==> config.mk <==
export PLATFORM = sky130hd
export DESIGN_NAME = wave_rom_arbiter_flat
export DESIGN_NICKNAME = d
export VERILOG_FILES = /design/src/rtl/wave_rom_arbiter_if.sv /design/src/rtl/wave_rom_arbiter.sv /design/src/flat_wrapper.sv
export SDC_FILE = /design/constraint.sdc
export NUM_CORES = 1
export LEC_CHECK = 0
export CORE_UTILIZATION = 35
export CTS_CLUSTER_DIAMETER = 40
export CTS_CLUSTER_SIZE = 8
export DETAILED_ROUTE_END_ITERATION = 12
export GPL_TIMING_DRIVEN = 0
export HOLD_SLACK_MARGIN = 0.08
export PLACE_DENSITY_LB_ADDON = 0.1
export SKIP_CTS_REPAIR_TIMING = 1
export SYNTH_ARGS = -nofsm -noshare
export SYNTH_HDL_FRONTEND = slang
export SYNTH_SLANG_ARGS = --single-unit
==> constraint.sdc <==
create_clock -name clk_sys -period 6.5 [get_ports clk_sys]
set_clock_uncertainty 0.1 [all_clocks]
set_input_delay 1.3 -clock clk_sys [delete_from_list [all_inputs] [get_ports clk_sys]]
set_output_delay 1.3 -clock clk_sys [all_outputs]
set_load 0.03 [all_outputs]
==> src/rtl/wave_rom_arbiter_if.sv <==
// wave_rom_arbiter_if: requester/ROM-side bus of the wave ROM read arbiter
interface wave_rom_arbiter_if #(
  parameter int CHANNELS = 8,
  parameter int ADDR_W   = 17,
  parameter int DATA_W   = 8
);
  logic                       dl_busy;
  logic [CHANNELS-1:0]        req;
  logic [CHANNELS*ADDR_W-1:0] req_addr;
  logic [CHANNELS-1:0]        ack;
  logic [DATA_W-1:0]          rd_data;
  logic [ADDR_W-1:0]          rom_addr;
  logic [DATA_W-1:0]          rom_q;
  logic                       busy;
  modport master (output dl_busy, req, req_addr, rom_q, input ack, rd_data, rom_addr, busy);
  modport slave  (input dl_busy, req, req_addr, rom_q, output ack, rd_data, rom_addr, busy);
endinterface

==> src/rtl/wave_rom_arbiter.sv <==
// wave_rom_arbiter: round-robin G/R/A pipeline sharing one ROM read port between wave DMA channels
module wave_rom_arbiter #(
  parameter int CHANNELS = 8,
  parameter int ADDR_W   = 17,
  parameter int DATA_W   = 8
) (
  input logic clk_sys,
  input logic reset,
  wave_rom_arbiter_if.slave bus
);
  localparam int IW = $clog2(CHANNELS);
  logic [IW-1:0]       last_q, last_d, g_idx_q, g_idx_d, r_idx_q, r_idx_d;
  logic                g_vld_q, g_vld_d, r_vld_q, r_vld_d;
  logic [CHANNELS-1:0] inflight_q, inflight_d, ack_q, ack_d, elig;
  logic [ADDR_W-1:0]   rom_addr_q, rom_addr_d;
  logic [DATA_W-1:0]   rd_data_q, rd_data_d;
  always_comb begin
    elig = bus.req & ~inflight_q & {CHANNELS{~bus.dl_busy}};
    g_vld_d = 1'b0;
    g_idx_d = last_q;
    // scan from farthest to nearest so the channel right after last_q wins
    for (int o = CHANNELS; o >= 1; o--) begin
      if (elig[(int'(last_q) + o) % CHANNELS]) begin
        g_vld_d = 1'b1;
        g_idx_d = IW'((int'(last_q) + o) % CHANNELS);
      end
    end
    last_d     = g_vld_d ? g_idx_d : last_q;
    rom_addr_d = g_vld_d ? bus.req_addr[g_idx_d*ADDR_W +: ADDR_W] : rom_addr_q;
    inflight_d = (inflight_q & ~ack_q) | (g_vld_d ? (CHANNELS'(1) << g_idx_d) : '0);
    r_vld_d    = g_vld_q;
    r_idx_d    = g_idx_q;
    ack_d      = r_vld_q ? (CHANNELS'(1) << r_idx_q) : '0;
    rd_data_d  = r_vld_q ? bus.rom_q : rd_data_q;
  end
  always_ff @(posedge clk_sys) begin
    if (reset) begin
      last_q     <= IW'(CHANNELS-1);
      g_vld_q    <= 1'b0;
      g_idx_q    <= '0;
      r_vld_q    <= 1'b0;
      r_idx_q    <= '0;
      inflight_q <= '0;
      ack_q      <= '0;
      rom_addr_q <= '0;
      rd_data_q  <= '0;
    end else begin
      last_q     <= last_d;
      g_vld_q    <= g_vld_d;
      g_idx_q    <= g_idx_d;
      r_vld_q    <= r_vld_d;
      r_idx_q    <= r_idx_d;
      inflight_q <= inflight_d;
      ack_q      <= ack_d;
      rom_addr_q <= rom_addr_d;
      rd_data_q  <= rd_data_d;
    end
  end
  assign bus.ack      = ack_q;
  assign bus.rd_data  = rd_data_q;
  assign bus.rom_addr = rom_addr_q;
  assign bus.busy     = |inflight_q;
endmodule

==> src/flat_wrapper.sv <==
// flat-port wrapper written by rule: the top's interface ports become plain ports
module wave_rom_arbiter_flat 
#(
  parameter int CHANNELS = 8,
  parameter int ADDR_W   = 17,
  parameter int DATA_W   = 8
)
  (clk_sys, reset, bus_dl_busy, bus_req, bus_req_addr, bus_rom_q, bus_ack, bus_rd_data, bus_rom_addr, bus_busy);
  wave_rom_arbiter_if #(.CHANNELS(CHANNELS), .ADDR_W(ADDR_W), .DATA_W(DATA_W)) bus_i ();
  input logic clk_sys;
  input logic reset;
  input wire logic [$bits(bus_i.dl_busy)-1:0] bus_dl_busy;
  input wire logic [$bits(bus_i.req)-1:0] bus_req;
  input wire logic [$bits(bus_i.req_addr)-1:0] bus_req_addr;
  input wire logic [$bits(bus_i.rom_q)-1:0] bus_rom_q;
  output wire logic [$bits(bus_i.ack)-1:0] bus_ack;
  output wire logic [$bits(bus_i.rd_data)-1:0] bus_rd_data;
  output wire logic [$bits(bus_i.rom_addr)-1:0] bus_rom_addr;
  output wire logic [$bits(bus_i.busy)-1:0] bus_busy;
  assign bus_i.dl_busy = bus_dl_busy;
  assign bus_i.req = bus_req;
  assign bus_i.req_addr = bus_req_addr;
  assign bus_i.rom_q = bus_rom_q;
  assign bus_ack = bus_i.ack;
  assign bus_rd_data = bus_i.rd_data;
  assign bus_rom_addr = bus_i.rom_addr;
  assign bus_busy = bus_i.busy;
  wave_rom_arbiter #(.CHANNELS(CHANNELS), .ADDR_W(ADDR_W), .DATA_W(DATA_W)) u_core (.clk_sys(clk_sys), .reset(reset), .bus(bus_i));
endmodule
==> run metrics, run 1 <==
register area share after synthesis=25.7%; wirelength, routed=~15000 um; Worst Path Required=about 6600 ps; HP Start=u_core.bus.rom_addr[13]; crit start category=input port; max_cap viols=0; Design Power=4.04 mW; Netlist cell types=67; Layout area overhead=54.4%; Finish-stage setup viols=0; CP Launch Point=bus_req[0]; CTS tree=done; full die area=~12000 sq um; most frequent cells in the layout=clkdlybuf4s50_1 (187), mux2i_1 (59), dfxtp_1 (52), nand2_1 (42), nor2_1 (37); HPWL after DPL=between 10000 and 15000 um; Critical Path Slowest Stage Cell=mux4_2; dominant cells by area after synthesis=dfxtp_1 (26%), mux2i_1 (15%), a211o_1 (4.3%), a221o_1 (4.2%), nand2_1 (3.9%); Post-synth EDFFs=0; commonest non-fill, non-tap cell in the layout=clkdlybuf4s50_1; gr ovfl total=0; RePlAce Congestion=0.901; Place WS=~1400 ps; CP top delay family=buffers and inverters; share of cells above drive strength 1=between 7 and 8%; number of global-route vias before repair=roughly 4500; Worst Path Buf+Inv=4; worst setup margin=1690 ps; fin crit share=74.0%; first-iteration detailed-routing DRC count=240; synthesis warning total=0; port bufs=187; Via density=5.51; crit path cell chain=clkdlybuf4s50_1 -> or4bb_1 -> and2_1 -> mux4_2 -> nand2_1 -> o21ai_1 -> inv_1 -> clkbuf_1 -> clkbuf_1 -> a21boi_0 -> a211o_1 -> a21boi_1 -> o21ai_1; DP Cell Count=~800; final instance area=between 6000 and 7000 sq um; number of I/O pins=189; Final ANT Viol Nets=0; die width=110 um; initial antenna violation count=0; Final Non-Filler Cells=811; multi-input logic area=roughly 2800 sq um; most common flop cell mapped by yosys=dfxtp_1; core area=roughly 11000 sq um; Slew Viols, Final=0; power density over cell area=646 nW/um^2; # DRC=0; Hold WS=roughly 340 ps; Area after DPL=about 6100 sq um; Synth Register Bits=52; antenna cells=0; clk_lat worst skew=about 300 ps; Initial DRT Pass Iterations=4; TritonCTS buffer count=5; Crit path arrival time=between 4000 and 5000 ps; CP Class=input port to flip-flop; ys async rst share=0%; Clock Sinks=52; fillers=1044; Syn Std Cell Area=about 4000 sq um; Pleak=roughly 2.4 nW; CTS Buffer Depth=2; final setup TNS=0 ps; Worst setup EP type=flip-flop; Std-Cell Rows=38; FF/Latch Area=1040 sq um; min-delay worst type=flip-flop to flip-flop; first-pass GRT wire length=22600 um; Worst-Margin Slew=~960 ps; r2r setup slk=between 2000 and 2500 ps; clock slew at reported path FFs=70 ps; crit path time final=4810 ps; Syn Nets=633; FF-to-FF Start=u_core.last_q[0]; largest net degree at the start of global routing=20; total global-route track usage=24.6%; share of the synthesized area in the top cell type=about a quarter; VDD IR-drop max=452 uV; Final Core Density=56.5%; htree depth=2; CP Max Fanout=10; Worst slew margin=35.9%; initial core utilization=36.6%; post-layout net count=a little over 800; die height=approximately 110 um; Mapped Avg Cell Area=8.51 sq um; CP peak stage delay=about 560 ps; outcome=completed; Final Hold Vio Count=0; Cells after Synth=between 400 and 500; max frequency=between 200 and 250 MHz; CTS root buffer=clkbuf_16; post-synth top area cell=dfxtp_1; WL/cell=approximately 18 um; DR vias=between 4000 and 5000; RSZ-0062 raised after global routing=no
[flip-flops by register name (all words and copies together), names as in the netlist]
| name | flops |
|---|---|
| u_core.bus.rd_data | 8 |
| u_core.r_idx_q | 3 |
| u_core.bus.ack | 8 |
| u_core.inflight_q | 8 |
| u_core.bus.rom_addr | 17 |
| u_core.last_q | 3 |
| u_core.g_idx_q | 3 |
| u_core.g_vld_q | 1 |
| u_core.r_vld_q | 1 |
[cell usage after synthesis (3+ instances only)]
| master | number |
|---|---|
| mux2i_1 | 59 |
| dfxtp_1 | 52 |
| nand2_1 | 42 |
| nor2_1 | 37 |
| a21oi_1 | 26 |
| a211o_1 | 20 |
| a21boi_0 | 18 |
| clkbuf_1 | 18 |
| a221o_1 | 17 |
| nand2b_1 | 14 |
| o21ai_1 | 12 |
| nor2b_1 | 11 |
| buf_2 | 10 |
| o21ai_0 | 10 |
| a21boi_1 | 9 |
| a221oi_1 | 8 |
| inv_1 | 7 |
| or2_2 | 7 |
| mux4_2 | 5 |
| a211oi_1 | 4 |
| a22o_1 | 4 |
| buf_6 | 4 |
| nor3_1 | 4 |
| nor4bb_1 | 4 |
| a32oi_1 | 3 |
| and2_1 | 3 |
| buf_4 | 3 |
| nand3b_1 | 3 |
| nor4b_1 | 3 |
| o21a_1 | 3 |
| or3b_2 | 3 |
| or4b_1 | 3 |
[layout make-up]
class                   count  share of cell area, %
inverters                   8                  0.520
well taps                 140                   2.80
multi-input cells         379                   44.0
repair buffers            187                   29.9
flip-flops and latches     52                   16.6
plain buffers              37                   3.60
clock buffers               5                   2.00
clock inverters             3                  0.540
[cell families (layout without fill, tap and decap cells)]
group           count (synthesis)  count (layout)  share of synthesized area, %
xor+xnor                        3               3                         0.649
simple gates                  155             155                          20.7
mux                            64              64                          17.4
buf+inv                        45             240                          6.36
compound gates                155             155                          28.7
fa+ha+maj                       2               2                         0.618
flops                          52              52                          25.7
[tightest hold or removal path, delay by kind of cell, from the launching register on]
kind	cells	cell delay [ps]
AO/OA/AOI/OAI	1	50
flip-flops	1	310
AND/OR/NAND/NOR	1	50
[power breakdown]
part | switching [mW] | internal, mW
clock network | 0.133 | 0.148
logic | 1.86 | 1.41
registers | 0.0641 | 0.424
[worst paths after layout]
path	depth (start not counted)	to
setup / recovery	13	u_core.bus.rom_addr[13]
hold / removal	2	u_core.bus.rom_addr[13]
setup reg to reg	14	u_core.bus.rom_addr[8]
hold reg to reg	2	u_core.bus.rom_addr[13]
[per-layer routing]
layer | part of all wire, % | GRT usage [%] | wire [um]
met2 | 51 | 44.8 | 7550
met3 | 6.9 | 4.56 | 1010
met4 | 1.4 | 7.24 | 213
met5 | 0 | 0 | 0
met1 | 40 | 29.2 | 5930
Note: power is estimated with default switching activity, not from simulation.
==> run 2: changes to the inputs <==
==> constraint.sdc (replaced) <==
create_clock -name clk_sys -period 4.68 [get_ports clk_sys]
set_clock_uncertainty 0.1 [all_clocks]
set_input_delay 0.936 -clock clk_sys [delete_from_list [all_inputs] [get_ports clk_sys]]
set_output_delay 0.936 -clock clk_sys [all_outputs]
set_load 0.03 [all_outputs]
==> results of run 2 <==
Same layout as run 1 (identical final DEF). Status: completed.
Among the figures that moved: setup slack after placement 1430 ps -> -28.5 ps; setup slack after layout 1690 ps -> 236 ps; register-to-register setup slack 2060 ps -> 240 ps; total power 4.04 mW -> 5.61 mW; worst IR drop on VDD 452 uV -> 628 uV
